### src/rtl/fifo_ptr_flag_gen_if.sv
// Handshake/status bundle between a FIFO port and its pointer/flag engine.
interface fifo_ptr_flag_gen_if #(
    parameter int unsigned ADDR_WIDTH = 3
);
    logic                  inc;
    logic [ADDR_WIDTH:0]   sync_gray_ptr;
    logic                  accept;
    logic [ADDR_WIDTH-1:0] addr;
    logic [ADDR_WIDTH:0]   gray_ptr;
    logic                  flag;
    logic                  almost;
    logic [ADDR_WIDTH:0]   level;

    // Master is the FIFO port logic; slave is the pointer/flag engine.
    modport master (
        output inc, sync_gray_ptr,
        input  accept, addr, gray_ptr, flag, almost, level
    );

    modport slave (
        input  inc, sync_gray_ptr,
        output accept, addr, gray_ptr, flag, almost, level
    );
endinterface

### src/rtl/fifo_ptr_flag_gen.sv
// Pointer/flag engine for one side of an async FIFO. MODE 0 is the write side (flag = full),
// MODE 1 the read side (flag = empty). Flags and level are derived from the next-state pointer
// so they register on the same edge as the pointer itself.
module fifo_ptr_flag_gen #(
    parameter int unsigned ADDR_WIDTH = 3,
    parameter int unsigned MODE       = 0,
    parameter int unsigned ALMOST_TH  = 2
) (
    input logic               clk,
    input logic               rst,
    fifo_ptr_flag_gen_if.slave bus
);
    localparam int unsigned PW    = ADDR_WIDTH + 1;
    localparam int unsigned DEPTH = 1 << ADDR_WIDTH;

    localparam logic [PW-1:0] FULL_TH   = PW'(DEPTH - ALMOST_TH);
    localparam logic [PW-1:0] EMPTY_TH  = PW'(ALMOST_TH);
    // Full when the Gray pointers differ in exactly their top two bits.
    localparam logic [PW-1:0] FULL_MASK = {2'b11, {(PW - 2){1'b0}}};
    localparam logic          RST_FLAG  = (MODE != 0);
    localparam logic          RST_ALM   = (MODE != 0);

    logic [PW-1:0] bin_q, bin_d;
    logic [PW-1:0] gray_q, gray_d;
    logic [PW-1:0] level_q, level_d;
    logic          flag_q, flag_d;
    logic          almost_q, almost_d;
    logic [PW-1:0] sync_bin;
    logic          accept;

    assign accept = bus.inc & ~flag_q;

    // Gray-to-binary of the synchronized opposite pointer (running XOR from the MSB down).
    always_comb begin
        logic acc;
        acc      = 1'b0;
        sync_bin = '0;
        for (int i = PW - 1; i >= 0; i--) begin
            acc         = acc ^ bus.sync_gray_ptr[i];
            sync_bin[i] = acc;
        end
    end

    // Next pointer, its Gray code, and the flags/level that follow from it.
    always_comb begin
        bin_d  = bin_q + {{(PW - 1){1'b0}}, accept};
        gray_d = bin_d ^ (bin_d >> 1);
        if (MODE == 0) begin
            level_d  = bin_d - sync_bin;
            flag_d   = (gray_d == (bus.sync_gray_ptr ^ FULL_MASK));
            almost_d = (level_d >= FULL_TH);
        end else begin
            level_d  = sync_bin - bin_d;
            flag_d   = (gray_d == bus.sync_gray_ptr);
            almost_d = (level_d <= EMPTY_TH);
        end
    end

    // Pointer, Gray pointer and status registers; reset clears everything at once.
    always_ff @(posedge clk or posedge rst) begin
        if (rst) begin
            bin_q    <= '0;
            gray_q   <= '0;
            level_q  <= '0;
            flag_q   <= RST_FLAG;
            almost_q <= RST_ALM;
        end else begin
            bin_q    <= bin_d;
            gray_q   <= gray_d;
            level_q  <= level_d;
            flag_q   <= flag_d;
            almost_q <= almost_d;
        end
    end

    assign bus.accept   = accept;
    assign bus.addr     = bin_q[ADDR_WIDTH-1:0];
    assign bus.gray_ptr = gray_q;
    assign bus.flag     = flag_q;
    assign bus.almost   = almost_q;
    assign bus.level    = level_q;

endmodule

### src/flat_wrapper.sv
// flat-port wrapper written by rule: the top's interface ports become plain ports
module fifo_ptr_flag_gen_flat 
#(
    parameter int unsigned ADDR_WIDTH = 3,
    parameter int unsigned MODE       = 0,
    parameter int unsigned ALMOST_TH  = 2
)
  (clk, rst, bus_inc, bus_sync_gray_ptr, bus_accept, bus_addr, bus_gray_ptr, bus_flag, bus_almost, bus_level);
  fifo_ptr_flag_gen_if #(.ADDR_WIDTH(ADDR_WIDTH)) bus_i ();
  input logic clk;
  input logic rst;
  input wire logic [$bits(bus_i.inc)-1:0] bus_inc;
  input wire logic [$bits(bus_i.sync_gray_ptr)-1:0] bus_sync_gray_ptr;
  output wire logic [$bits(bus_i.accept)-1:0] bus_accept;
  output wire logic [$bits(bus_i.addr)-1:0] bus_addr;
  output wire logic [$bits(bus_i.gray_ptr)-1:0] bus_gray_ptr;
  output wire logic [$bits(bus_i.flag)-1:0] bus_flag;
  output wire logic [$bits(bus_i.almost)-1:0] bus_almost;
  output wire logic [$bits(bus_i.level)-1:0] bus_level;
  assign bus_i.inc = bus_inc;
  assign bus_i.sync_gray_ptr = bus_sync_gray_ptr;
  assign bus_accept = bus_i.accept;
  assign bus_addr = bus_i.addr;
  assign bus_gray_ptr = bus_i.gray_ptr;
  assign bus_flag = bus_i.flag;
  assign bus_almost = bus_i.almost;
  assign bus_level = bus_i.level;
  fifo_ptr_flag_gen #(.ADDR_WIDTH(ADDR_WIDTH), .MODE(MODE), .ALMOST_TH(ALMOST_TH)) u_core (.clk(clk), .rst(rst), .bus(bus_i));
endmodule
### config.mk
export PLATFORM = sky130hd
export DESIGN_NAME = fifo_ptr_flag_gen_flat
export DESIGN_NICKNAME = d
export VERILOG_FILES = /design/src/rtl/fifo_ptr_flag_gen_if.sv /design/src/rtl/fifo_ptr_flag_gen.sv /design/src/flat_wrapper.sv
export SDC_FILE = /design/constraint.sdc
export NUM_CORES = 1
export LEC_CHECK = 0
export CORE_MARGIN = 1
export CORE_UTILIZATION = 39
export CTS_CLUSTER_SIZE = 30
export DETAILED_ROUTE_END_ITERATION = 8
export PLACE_DENSITY = 0.68
export RECOVER_POWER = 50
export SKIP_CTS_REPAIR_TIMING = 1
export SLEW_MARGIN = 5
export SYNTH_ARGS = -nofsm -noshare
export SYNTH_HDL_FRONTEND = slang
export SYNTH_SLANG_ARGS = --single-unit
export TNS_END_PERCENT = 20
### constraint.sdc
create_clock -name clk -period 1.95 [get_ports clk]
set_input_delay 0.195 -clock clk [delete_from_list [all_inputs] [get_ports clk]]
set_output_delay 0.195 -clock clk [all_outputs]
set_load 0.05 [all_outputs]
=== Yosys cells after proc, flatten, opt, wreduce, memory -nomap -nowiden ===
Cells that the tools add are included.

* Memory bits (writable): 0
* Word-level logic and storage cells: 16
* Latch bits: 0
* Input port bits: 7
* Memories kept: 0
* Output and inout bits: 14
* Bits in registers: 14
* Bits in read-only memories: 0

* $lt $le $gt $ge: 1
* Reductions and logical operators: 0
* Equality and inequality tests: 1
* $mul: 0
* Bitwise logic cells: 7
* Div/mod/pow operators: 0
* Muxes and demuxes: 0
* Add/sub/neg operators: 2
* Shifts and indexed selects: 0

{| class="wikitable"
|+ Operator list
! operator !! number
|-
| $add 4x1->4 || 1
|-
| $eq 4x4->1 || 1
|-
| $ge 4x3->1 const B || 1
|-
| $sub 4x4->4 || 1
|-
| $xor 4x3->4 || 1
|-
| $xor 1x1->1 || 3
|-
| $not 2->2 || 1
|-
| $and 1x1->1 || 1
|-
| $not 1->1 || 1
|}

=== Logic depth before layout (Yosys ltp) ===
Gate-level depths: netlist of run 1.

* Depth after elaboration: 5
* Mapped depth: 9
* Gate-level depth less buffers: 9

=== Least setup slack after synthesis of run 1 ===
Ideal clock, no wire load.

* Path type: reg-to-reg
* From: register u_core.flag_q, in the netlist u_core.bus.flag
* To: register u_core.almost_q, in the netlist u_core.bus.almost
* Required time: 1832 ps
* Data arrival time: 3038 ps
* Slack: -1206 ps
* Period minus slack after synthesis: 3156 ps
* Library setup time: 118 ps
* Buffers on the path: 0
* Cell stages (with the launch flop): 10
* Path through: dfrtp_1 nor2b_1 ha_1 ha_1 xor2_2 ha_1 a21oi_1 o21ai_0 xor3_1 a21o_1

* Cells in the longest elaborated chain, start to end: 5

{| class="wikitable"
|+ Ends and longest elaborated chain
! item !! RTL line !! RTL
|-
| start: declaration || fifo_ptr_flag_gen.sv:26 || <nowiki>logic flag_q, flag_d;</nowiki>
|-
| start signal: assignment || fifo_ptr_flag_gen.sv:71 || <nowiki>flag_q <= flag_d;</nowiki>
|-
| $not 1->1 || fifo_ptr_flag_gen.sv:31 || <nowiki>assign accept = bus.inc & ~flag_q;</nowiki>
|-
| $and 1x1->1 || fifo_ptr_flag_gen.sv:31 ||
|-
| net bus_accept || flat_wrapper.sv:14 || <nowiki>output wire logic [$bits(bus_i.accept)-1:0] bus_accept;</nowiki>
|-
| $add 4x1->4 || fifo_ptr_flag_gen.sv:46 || <nowiki>bin_d = bin_q + {{(PW - 1){1'b0}}, accept};</nowiki>
|-
| net u_core.bin_d[2] || fifo_ptr_flag_gen.sv:23 || <nowiki>logic [PW-1:0] bin_q, bin_d;</nowiki>
|-
| $sub 4x4->4 || fifo_ptr_flag_gen.sv:49 || <nowiki>level_d = bin_d - sync_bin;</nowiki>
|-
| net u_core.level_d[3] || fifo_ptr_flag_gen.sv:25 || <nowiki>logic [PW-1:0] level_q, level_d;</nowiki>
|-
| $ge 4x3->1 || fifo_ptr_flag_gen.sv:51 || <nowiki>almost_d = (level_d >= FULL_TH);</nowiki>
|-
| net u_core.almost_d || fifo_ptr_flag_gen.sv:27 || <nowiki>logic almost_q, almost_d;</nowiki>
|-
| end signal: assignment || fifo_ptr_flag_gen.sv:72 || <nowiki>almost_q <= almost_d;</nowiki>
|-
| end: declaration || fifo_ptr_flag_gen.sv:27 ||
|}

The timed path passes the listed nets, and every way through them passes these cells.

=== Worst setup path in the final report of run 1 ===
* From: input port bus_inc
* To: register u_core.almost_q, in the netlist u_core.bus.almost

* Cells in the longest elaborated chain, start to end: 4

{| class="wikitable"
|+ Ends and longest elaborated chain
! item !! RTL line !! RTL
|-
| start: declaration || flat_wrapper.sv:12 || <nowiki>input wire logic [$bits(bus_i.inc)-1:0] bus_inc;</nowiki>
|-
| $and 1x1->1 || fifo_ptr_flag_gen.sv:31 ||
|-
| $add 4x1->4 || fifo_ptr_flag_gen.sv:46 ||
|-
| net u_core.bin_d[2] || fifo_ptr_flag_gen.sv:23 ||
|-
| $sub 4x4->4 || fifo_ptr_flag_gen.sv:49 ||
|-
| net u_core.level_d[3] || fifo_ptr_flag_gen.sv:25 ||
|-
| $ge 4x3->1 || fifo_ptr_flag_gen.sv:51 ||
|-
| net u_core.almost_d || fifo_ptr_flag_gen.sv:27 ||
|}

The timed path passes the listed nets, and every way through them passes these cells.

==> results of run 1 <==
[synthesized netlist by cell type]
cell and n:
dfrtp_1 13, inv_1 7, ha_1 5, xnor2_1 5, xor2_1 5, nand3_1 2, or3_1 2, xor2_2 2
a21o_1 1, a21oi_1 1, a22oi_1 1, fa_1 1, nand2_1 1, nand3_2 1, nor2b_1 1, o21ai_0 1
xor3_1 1
[layout make-up]
cell class / count / area share
Inverter: 7 / 0.0246
Multi-Input combinational cell: 30 / 0.342
Clock buffer: 4 / 0.0246
Tap cell: 16 / 0.0187
Timing Repair Buffer: 33 / 0.285
Sequential cell: 13 / 0.306
[stage by stage]
| step | setup WS (ps) | hold WS (ps) | setup TNS [ps] | std cells |
|---|---|---|---|---|
| 2_1_floorplan | -397 | 71.9 | -960 | 50 |
| 3_3_place_gp | -291 | 532 | -829 | 99 |
| 3_5_place_dp | -320 | 557 | -1040 | 99 |
| 4_1_cts | -28.7 | 258 | -28.7 | 103 |
| 5_1_grt | -124 | 405 | -157 | 103 |
| 6_report | -8.12 | 378 | -8.12 | 103 |
[routing by layer]
metal | up-vias | global-route usage | part of all wire
met5 | - | 0 | 0
met3 | 2 | 0.0255 | 0.021
met4 | 0 | 0.0938 | 0.018
met2 | 10 | 0.209 | 0.50
li1 | 235 | - | -
met1 | 210 | 0.208 | 0.46
[final timing paths]
| path | startpoint | endpoint | slack (ps) |
|---|---|---|---|
| setup / recovery | bus_inc | u_core.bus.almost | -8 |
| hold / removal | rst | u_core.bin_q[2] | 380 |
| setup reg to reg | u_core.bus.flag | u_core.bus.almost | 10 |
| hold reg to reg | u_core.bin_q[0] | u_core.bin_q[0] | 690 |
| max in group asynchronous | rst | u_core.bus.flag | 1220 |
| min in group clk | u_core.bin_q[0] | u_core.bin_q[0] | 690 |
[logic make-up (layout without fill, tap and decap cells)]
group / after synthesis / count (layout)
compound gates: 4 / 4
xor+xnor: 13 / 13
fa+ha+maj: 6 / 6
buf+inv: 7 / 44
flops: 13 / 13
simple gates: 7 / 7
[sequential cells by signal (all words and copies together) (netlist names)]
name / cells
u_core.bus.almost: 1
u_core.bus.level: 4
u_core.bin_q: 4
u_core.bus.gray_ptr: 3
u_core.bus.flag: 1
==> metrics.md, run 1 <==
| Metric | Value |
|---|---|
| Status | `finished with violations` |
| Failing checks | `negative setup slack` |
| Seq cells post-synth | `13` |
| Syn Inst Count | `50` |
| PortBufs | `20` |
| Post-layout util | `0.701` |
| Crit path kind | `primary input to flop` |
| First-pass GRT wire length | `1940 um` |
| Sink Count | `13` |
| Post-Synth Adder-Cell Area | `0.128` |
| Largest net degree at the start of global routing | `14` |
| Layout net count | `101` |
| GRT Overall Usage | `0.148` |
| CTS Buffer Depth | `2` |
| Final count of pins violating max slew | `0` |
| Layout cells sized above 1 | `0.299` |
| Final Worst Setup Slack | `-8.12 ps` |
| Mux share of post-synthesis cell area | `0` |
| Sequential share of the synthesized area | `0.504` |
| Slew margin rel. | `0.660` |
| DRC | `0` |
| Post-DR vias/cell | `4.44` |
| Average cell area after synthesis | `12.9 sq um` |
| CP max FO | `3` |
| Top cells by area, synth | `dfrtp_1 50%, ha_1 9.7%, xnor2_1 6.8%, xor2_1 6.8%, xor2_2 5.0%` |
| CP Capture Type | `flop` |
| Area after DPL | `1030 sq um` |
| Post-route cell area | `1070 sq um` |
| CTS H-Tree Depth | `1` |
| DIE AREA | `1820 sq um` |
| Final count of hold timing violations | `0` |
| Crit path cell chain | `clkdlybuf4s50_1, nor2b_4, ha_4, ha_4, xor2_4, ha_4, nand2_1, o21ai_2, xor3_1, a21o_1` |
| Post-Route WL | `1070 um` |
| Vias | `457` |
| Fin Clk Skew | `2.53 ps` |
| RSZ-0062 raised after global routing | `true` |
| CP startpoint kind | `primary input` |
| Hpwl dp | `945 um` |
| Most frequent cells in the layout | `18 x clkdlybuf4s50_1, 12 x dfrtp_1, 10 x buf_4` |
| Cell row count | `14` |
| Synthesized area | `646 sq um` |
| Compound-Gate Fraction of Synth Area | `0.0388` |
| GP Congestion | `0.702` |
| Num CTS Buffers | `3` |
| Max-Cap Viols | `0` |
| Yosys top cell area share | `0.504` |
| Worst EP required | `2120 ps` |
| CP max stage delay | `400 ps` |
| Yosys warning count | `0` |
| Mapped Nets | `63` |
| Simple-gate portion of the synthesized area | `0.0659` |
| XOR/XNOR Fraction of Synth Area | `0.223` |
| Hold Path Class | `primary input to async pin` |
| CP bufs+invs | `1` |
| Initial core utilization | `0.424` |
| Clk slew on worst S/H paths | `80 ps` |
| IO Count | `21` |
| Initial antenna violation count | `0` |
| Multi-input logic area | `365 sq um` |
| Clock latency on the worst-skew pair | `270 ps` |
| Area leader, netlist | `dfrtp_1` |
| Kind of cell adding the most delay to the critical path | `adder cells` |
| Largest family of logic cells by synthesized area | `XOR/XNOR gates` |
| Register Area | `327 sq um` |
| Cell mode on critical path | `ha_4` |
| Commonest non-fill, non-tap cell in the layout | `clkdlybuf4s50_1` |
| Wirelength per Cell | `10.4 um` |
| Die width | `42.7 um` |
| CTS Root Cell | `clkbuf_4` |
| Peak Freq | `511 MHz` |
| N_diodes | `0` |
| CTS tree | `yes` |
| Vias in the first global route | `459` |
| Yosys cell types | `17` |
| Area growth from synthesis to layout | `65.5%` |
| GRT overflow | `0` |
| Die Height | `42.7 um` |
| Core area | `1520 sq um` |
| Worst-margin pin slew | `509 ps` |
| Antenna-violating nets left | `0` |
| Crit path depth | `10` |
| DRT Pass-1 Iters | `4` |
| Iter 0 DRT Violations | `4` |
| Final Setup Violations | `1` |
| Period utilization | `1.00` |
| Final worst path period need | `1960 ps` |
| Critical Path Slowest Stage Cell | `clkdlybuf4s50_1` |
| WP data arrival | `2130 ps` |
| Layout filler cell count | `116` |
| Reg2Reg Depth | `9` |
Power of run 1 is not shown: default switching activity piles up to over one toggle a cycle in this logic, so the estimate is an artifact.
==> run 2, diff against run 1 <==
--- a/config.mk
+++ b/config.mk
@@ -9,7 +9,7 @@
 export CORE_UTILIZATION = 39
 export CTS_CLUSTER_SIZE = 30
 export DETAILED_ROUTE_END_ITERATION = 8
-export PLACE_DENSITY = 0.68
+export PLACE_DENSITY = 0.72
 export RECOVER_POWER = 50
 export SKIP_CTS_REPAIR_TIMING = 1
 export SLEW_MARGIN = 5
==> metrics.md, run 2 (same netlist as run 1, synthesis figures left out) <==
| Metric | Value |
|---|---|
| WP data arrival | `2140 ps (was 2130 ps)` |
| Commonest non-fill, non-tap cell in the layout | `clkdlybuf4s50_1 (unchanged)` |
| FF-to-FF Start | `u_core.bus.flag (unchanged)` |
| Failing checks | `negative setup slack (unchanged)` |
| M3 GR Usage | `0.0128 (was 0.0255)` |
| Status | `finished with violations (unchanged)` |
| Worst EP required | `2130 ps (was 2120 ps)` |
| Layout cells sized above 1 | `0.322 (was 0.299)` |
| Largest net degree at the start of global routing | `14 (unchanged)` |
| Layout net count | `101 (unchanged)` |
| Placed cells | `98 (was 99)` |
| Met1 Use GR | `0.190 (was 0.208)` |
| Initial core utilization | `0.424 (unchanged)` |
| Initial antenna violation count | `0 (unchanged)` |
| Final worst path period need | `1960 ps (about the same)` |
| Final Worst Setup Slack | `-12.7 ps (was -8.12 ps)` |
| Wirelength per Cell | `11.8 um (was 10.4 um)` |
| Vias in the first global route | `438 (was 459)` |
| CP startpoint kind | `flop (was primary input)` |
| Worst-margin pin slew | `506 ps (was 509 ps)` |
| Hold Path Class | `primary input to async pin (unchanged)` |
| Slew margin rel. | `0.662 (was 0.660)` |
| Most frequent cells in the layout | `17 x clkdlybuf4s50_1, 12 x dfrtp_1, 11 x buf_4 (was 18 x clkdlybuf4s50_1, 12 x dfrtp_1, 10 x buf_4)` |
| Reg2Reg Depth | `9 (unchanged)` |
| Die Height | `42.7 um (unchanged)` |
| First-pass GRT wire length | `1970 um (was 1940 um)` |
| Final Setup Violations | `1 (unchanged)` |
| N_diodes | `0 (unchanged)` |
| Crit path kind | `flop to flop (was primary input to flop)` |
| Cell row count | `14 (unchanged)` |
| Peak Freq | `509 MHz (was 511 MHz)` |
| CTS H-Tree Depth | `1 (unchanged)` |
| DIE AREA | `1820 sq um (unchanged)` |
| Crit Reg-Reg Endpoint | `u_core.bus.almost (unchanged)` |
| GP Congestion | `0.757 (was 0.702)` |
| Core area | `1520 sq um (unchanged)` |
| Layout filler cell count | `113 (was 116)` |
| Post-Route WL | `1210 um (was 1070 um)` |
| DRT Pass-1 Iters | `1 (was 4)` |
| RSZ-0062 raised after global routing | `true (unchanged)` |
| PortBufs | `20 (unchanged)` |
| Register Area | `327 sq um (unchanged)` |
| GRT overflow | `0 (unchanged)` |
| Hpwl dp | `1000 um (was 945 um)` |
| Clock latency on the worst-skew pair | `280 ps (was 270 ps)` |
| Sink Count | `13 (unchanged)` |
| GRT Overall Usage | `0.155 (was 0.148)` |
| Met2 Use GR | `0.233 (was 0.209)` |
| Area growth from synthesis to layout | `67.1% (was 65.5%)` |
| Die width | `42.7 um (unchanged)` |
| Vias | `472 (was 457)` |
| Clk slew on worst S/H paths | `80 ps (about the same)` |
| Register-to-Register Setup Slack | `-10 ps (was 10 ps)` |
| Post-DR vias/cell | `4.58 (was 4.44)` |
| Max-Cap Viols | `0 (unchanged)` |
| Global route hottest layer | `met2 (unchanged)` |
| Multi-input logic area | `369 sq um (was 365 sq um)` |
| CTS Buffer Depth | `2 (unchanged)` |
| DRC | `0 (unchanged)` |
| Final count of hold timing violations | `0 (unchanged)` |
| Antenna-violating nets left | `0 (unchanged)` |
| Final non-filler cell total | `103 (unchanged)` |
| Iter 0 DRT Violations | `0 (was 4)` |
| CP max FO | `3 (unchanged)` |
| Num CTS Buffers | `3 (unchanged)` |
| Fin Clk Skew | `3.56 ps (was 2.53 ps)` |
| Period utilization | `1.01 (was 1.00)` |
| Final count of pins violating max slew | `0 (unchanged)` |
| IO Count | `21 (unchanged)` |
| Post-layout util | `0.708 (was 0.701)` |
| CTS Root Cell | `clkbuf_4 (unchanged)` |
| CP Capture Type | `flop (unchanged)` |
| CTS tree | `yes (unchanged)` |
## run 2: changes by cell type in the layout (fill, tap and decap cells not counted)
| cell | delta |
|---|---|
| a22oi_2 | +1 |
| o21ai_2 | -1 |
| clkbuf_1 | -1 |
| nand2_1 | -1 |
| a22oi_1 | -1 |
| nand2_2 | +1 |
| dlymetal6s2s_1 | +1 |
| clkdlybuf4s50_1 | -1 |
| o21ai_1 | +1 |
| buf_4 | +1 |
## run 2: final cells by class
| type | instances | area share |
|---|---|---|
| Sequential cell | 13 | 0.303 |
| Tap cell | 16 | 0.0186 |
| Clock buffer | 4 | 0.0244 |
| Multi-Input combinational cell | 30 | 0.342 |
| Timing Repair Buffer | 33 | 0.288 |
| Inverter | 7 | 0.0244 |
## run 2: metrics by stage
stage | cell area, sq um | setup slack [ps] | hold slack, ps | setup TNS, ps
after floorplan | 707 | -397 | 71.9 | -960
after global placement | 1030 | -322 | 534 | -1060
after detailed placement | 1030 | -332 | 540 | -1070
after CTS | 1050 | -54.2 | 232 | -54.2
after global routing | 1080 | -73.9 | 380 | -130
final | 1080 | -12.7 | 352 | -12.7
## run 2: routing by layer
layer | wire length (um) | part of all wire
met4 | 53 | 0.044
met5 | 0 | 0
met2 | 646 | 0.53
met3 | 24 | 0.020
met1 | 488 | 0.40
## run 2: worst max path at each step
stage / start / endpoint / slack (ps) / cells past startpoint
2_1_floorplan: u_core.bus.flag / u_core.bus.almost / -400 / 9
3_3_place_gp: bus_sync_gray_ptr[3] / u_core.bus.almost / -320 / 8
3_5_place_dp: bus_inc / u_core.bus.almost / -330 / 10
4_1_cts: bus_sync_gray_ptr[3] / u_core.bus.almost / -50 / 8
5_1_grt: u_core.bus.flag / u_core.bus.almost / -70 / 9
6_report: u_core.bus.flag / u_core.bus.almost / -10 / 9
## run 2: worst max-delay path, stage by stage, from the launching register on
cell and delay (ps):
dfrtp_2 390, nor2b_4 50, ha_4 160, ha_4 170
xor2_4 190, ha_4 300, nand2_2 40, o21ai_1 130
xor3_1 260, a21o_1 160
Power of run 2 is left out for the same reason.
==> run 3, diff against run 2 <==
--- a/config.mk
+++ b/config.mk
@@ -11,6 +11,7 @@
 export DETAILED_ROUTE_END_ITERATION = 8
 export PLACE_DENSITY = 0.72
 export RECOVER_POWER = 50
+export REMOVE_ABC_BUFFERS = 1
 export SKIP_CTS_REPAIR_TIMING = 1
 export SLEW_MARGIN = 5
 export SYNTH_ARGS = -nofsm -noshare
==> metrics.md, run 3 (same netlist as run 1, synthesis figures left out) <==
| Metric | Value |
|---|---|
| Status | `finished with violations (unchanged)` |
| Failing checks | `negative setup slack (unchanged)` |
| DIE AREA | `1820 sq um (unchanged)` |
| RSZ-0062 raised after global routing | `true (unchanged)` |
| WHS | `365 ps (was 352 ps)` |
| Most frequent cells in the layout | `17 x clkdlybuf4s50_1, 16 x buf_4, 13 x dfrtp_1 (was 17 x clkdlybuf4s50_1, 12 x dfrtp_1, 11 x buf_4)` |
| Sink Count | `13 (unchanged)` |
| Num CTS Buffers | `3 (unchanged)` |
| Antenna-violating nets left | `0 (unchanged)` |
| Slew margin rel. | `0.660 (was 0.662)` |
| PortBufs | `20 (unchanged)` |
| Final count of hold timing violations | `0 (unchanged)` |
| CTS tree | `yes (unchanged)` |
| Clock latency on the worst-skew pair | `270 ps (was 280 ps)` |
| Initial core utilization | `0.424 (unchanged)` |
| Clk slew on worst S/H paths | `80 ps (about the same)` |
| Max-Cap Viols | `0 (unchanged)` |
| Met2 Use GR | `0.230 (was 0.233)` |
| Die Height | `42.7 um (unchanged)` |
| DRT Pass-1 Iters | `4 (was 1)` |
| Launch point of the worst path | `bus_inc (was u_core.bus.flag)` |
| Post-DR vias/cell | `4.51 (was 4.58)` |
| CTS Root Cell | `clkbuf_4 (unchanged)` |
| Cell row count | `14 (unchanged)` |
| Final Setup Violations | `1 (unchanged)` |
| Commonest non-fill, non-tap cell in the layout | `clkdlybuf4s50_1 (unchanged)` |
| Layout cells sized above 1 | `0.341 (was 0.322)` |
| CTS Buffer Depth | `2 (unchanged)` |
| DRC | `0 (unchanged)` |
| Period utilization | `1.01 (about the same)` |
| CP Capture Type | `flop (unchanged)` |
| Hpwl dp | `912 um (was 1000 um)` |
| CP startpoint kind | `primary input (was flop)` |
| FF-to-FF Start | `u_core.bus.flag (unchanged)` |
| Fin Clk Skew | `6.27 ps (was 3.56 ps)` |
| Post-Route WL | `1130 um (was 1210 um)` |
| GRT overflow | `0 (unchanged)` |
| N_diodes | `0 (unchanged)` |
| Peak Freq | `506 MHz (was 509 MHz)` |
| Initial antenna violation count | `0 (unchanged)` |
| Final count of pins violating max slew | `0 (unchanged)` |
| Largest net degree at the start of global routing | `14 (unchanged)` |
| Wirelength per Cell | `10.6 um (was 11.8 um)` |
| Hold Path Class | `primary input to async pin (unchanged)` |
| Layout filler cell count | `117 (was 113)` |
| Global route hottest layer | `met2 (unchanged)` |
| Vias | `483 (was 472)` |
| Crit path kind | `primary input to flop (was flop to flop)` |
| GP Congestion | `0.746 (was 0.757)` |
| Die width | `42.7 um (unchanged)` |
| Worst-margin pin slew | `508 ps (was 506 ps)` |
| Met1 Use GR | `0.197 (was 0.190)` |
| IO Count | `21 (unchanged)` |
| Final worst path period need | `1970 ps (was 1960 ps)` |
| Layout net count | `105 (was 101)` |
| Area growth from synthesis to layout | `69.4% (was 67.1%)` |
| First-pass GRT wire length | `1950 um (was 1970 um)` |
| M3 GR Usage | `0.0255 (was 0.0128)` |
| Final Worst Setup Slack | `-24.4 ps (was -12.7 ps)` |
| Core area | `1520 sq um (unchanged)` |
| CTS H-Tree Depth | `1 (unchanged)` |
| GRT Overall Usage | `0.150 (was 0.155)` |
| Iter 0 DRT Violations | `3 (was 0)` |
| Vias in the first global route | `461 (was 438)` |
| Worst EP required | `2120 ps (was 2130 ps)` |
| CP max FO | `3 (unchanged)` |
| WP data arrival | `2150 ps (was 2140 ps)` |
-- run 3: cell count changes in the layout (fill, tap and decap cells not counted) --
cell / delta
nand2_1: +1
ha_2: +1
nor2b_4: -1
nor2b_2: +1
nand2_2: -1
dfrtp_1: +1
ha_4: -1
dfrtp_2: -1
buf_4: +5
clkbuf_1: -1
-- run 3: stage by stage --
stage               cells  setup TNS, ps  utilization  worst slack, ps  cell area [sq um]
detailed placement    100          -1480        0.644             -486                981
floorplan              50          -6960            -            -1210                646
global route          107           -180        0.718             -100               1090
finish                107          -24.4        0.718            -24.4               1090
CTS                   104           -301        0.661             -193               1010
global placement      100          -1420        0.644             -479                981
-- run 3: layout make-up --
class	instances	area [sq um]	area share
multi-input combinational	30	352	0.322
timing repair buffer	37	344	0.315
clock buffer	4	26.3	0.0240
inverter	7	26.3	0.0240
sequential	13	325	0.297
tap	16	20.0	0.0183
-- run 3: critical path: stages --
cell             delay, ps
clkdlybuf4s50_1        390
nor2b_2                160
ha_2                   200
ha_4                   170
xor2_4                 160
ha_4                   290
nand2_1                 50
o21ai_1                120
xor3_1                 250
a21o_1                 160
-- run 3: final timing paths --
path / slack [ps] / endpoint / cells after the start
min in group clk: 470 / u_core.bus.flag / 5
worst min register to register: 660 / u_core.bin_q[0] / 2
worst max-delay path: -20 / u_core.bus.almost / 10
worst min-delay path: 360 / u_core.bus.gray_ptr[2] / 2
max in group asynchronous: 1260 / u_core.bus.level[0] / 2
worst max register to register: 0 / u_core.bus.almost / 9
-- run 3: per-layer routing --
layer	vias up	share of wire	wire, um
met4	0	0.022	25
li1	242	-	-
met1	225	0.41	468
met2	12	0.54	613
met3	4	0.022	25
met5	-	0	0
Power of run 3 is left out for the same reason.
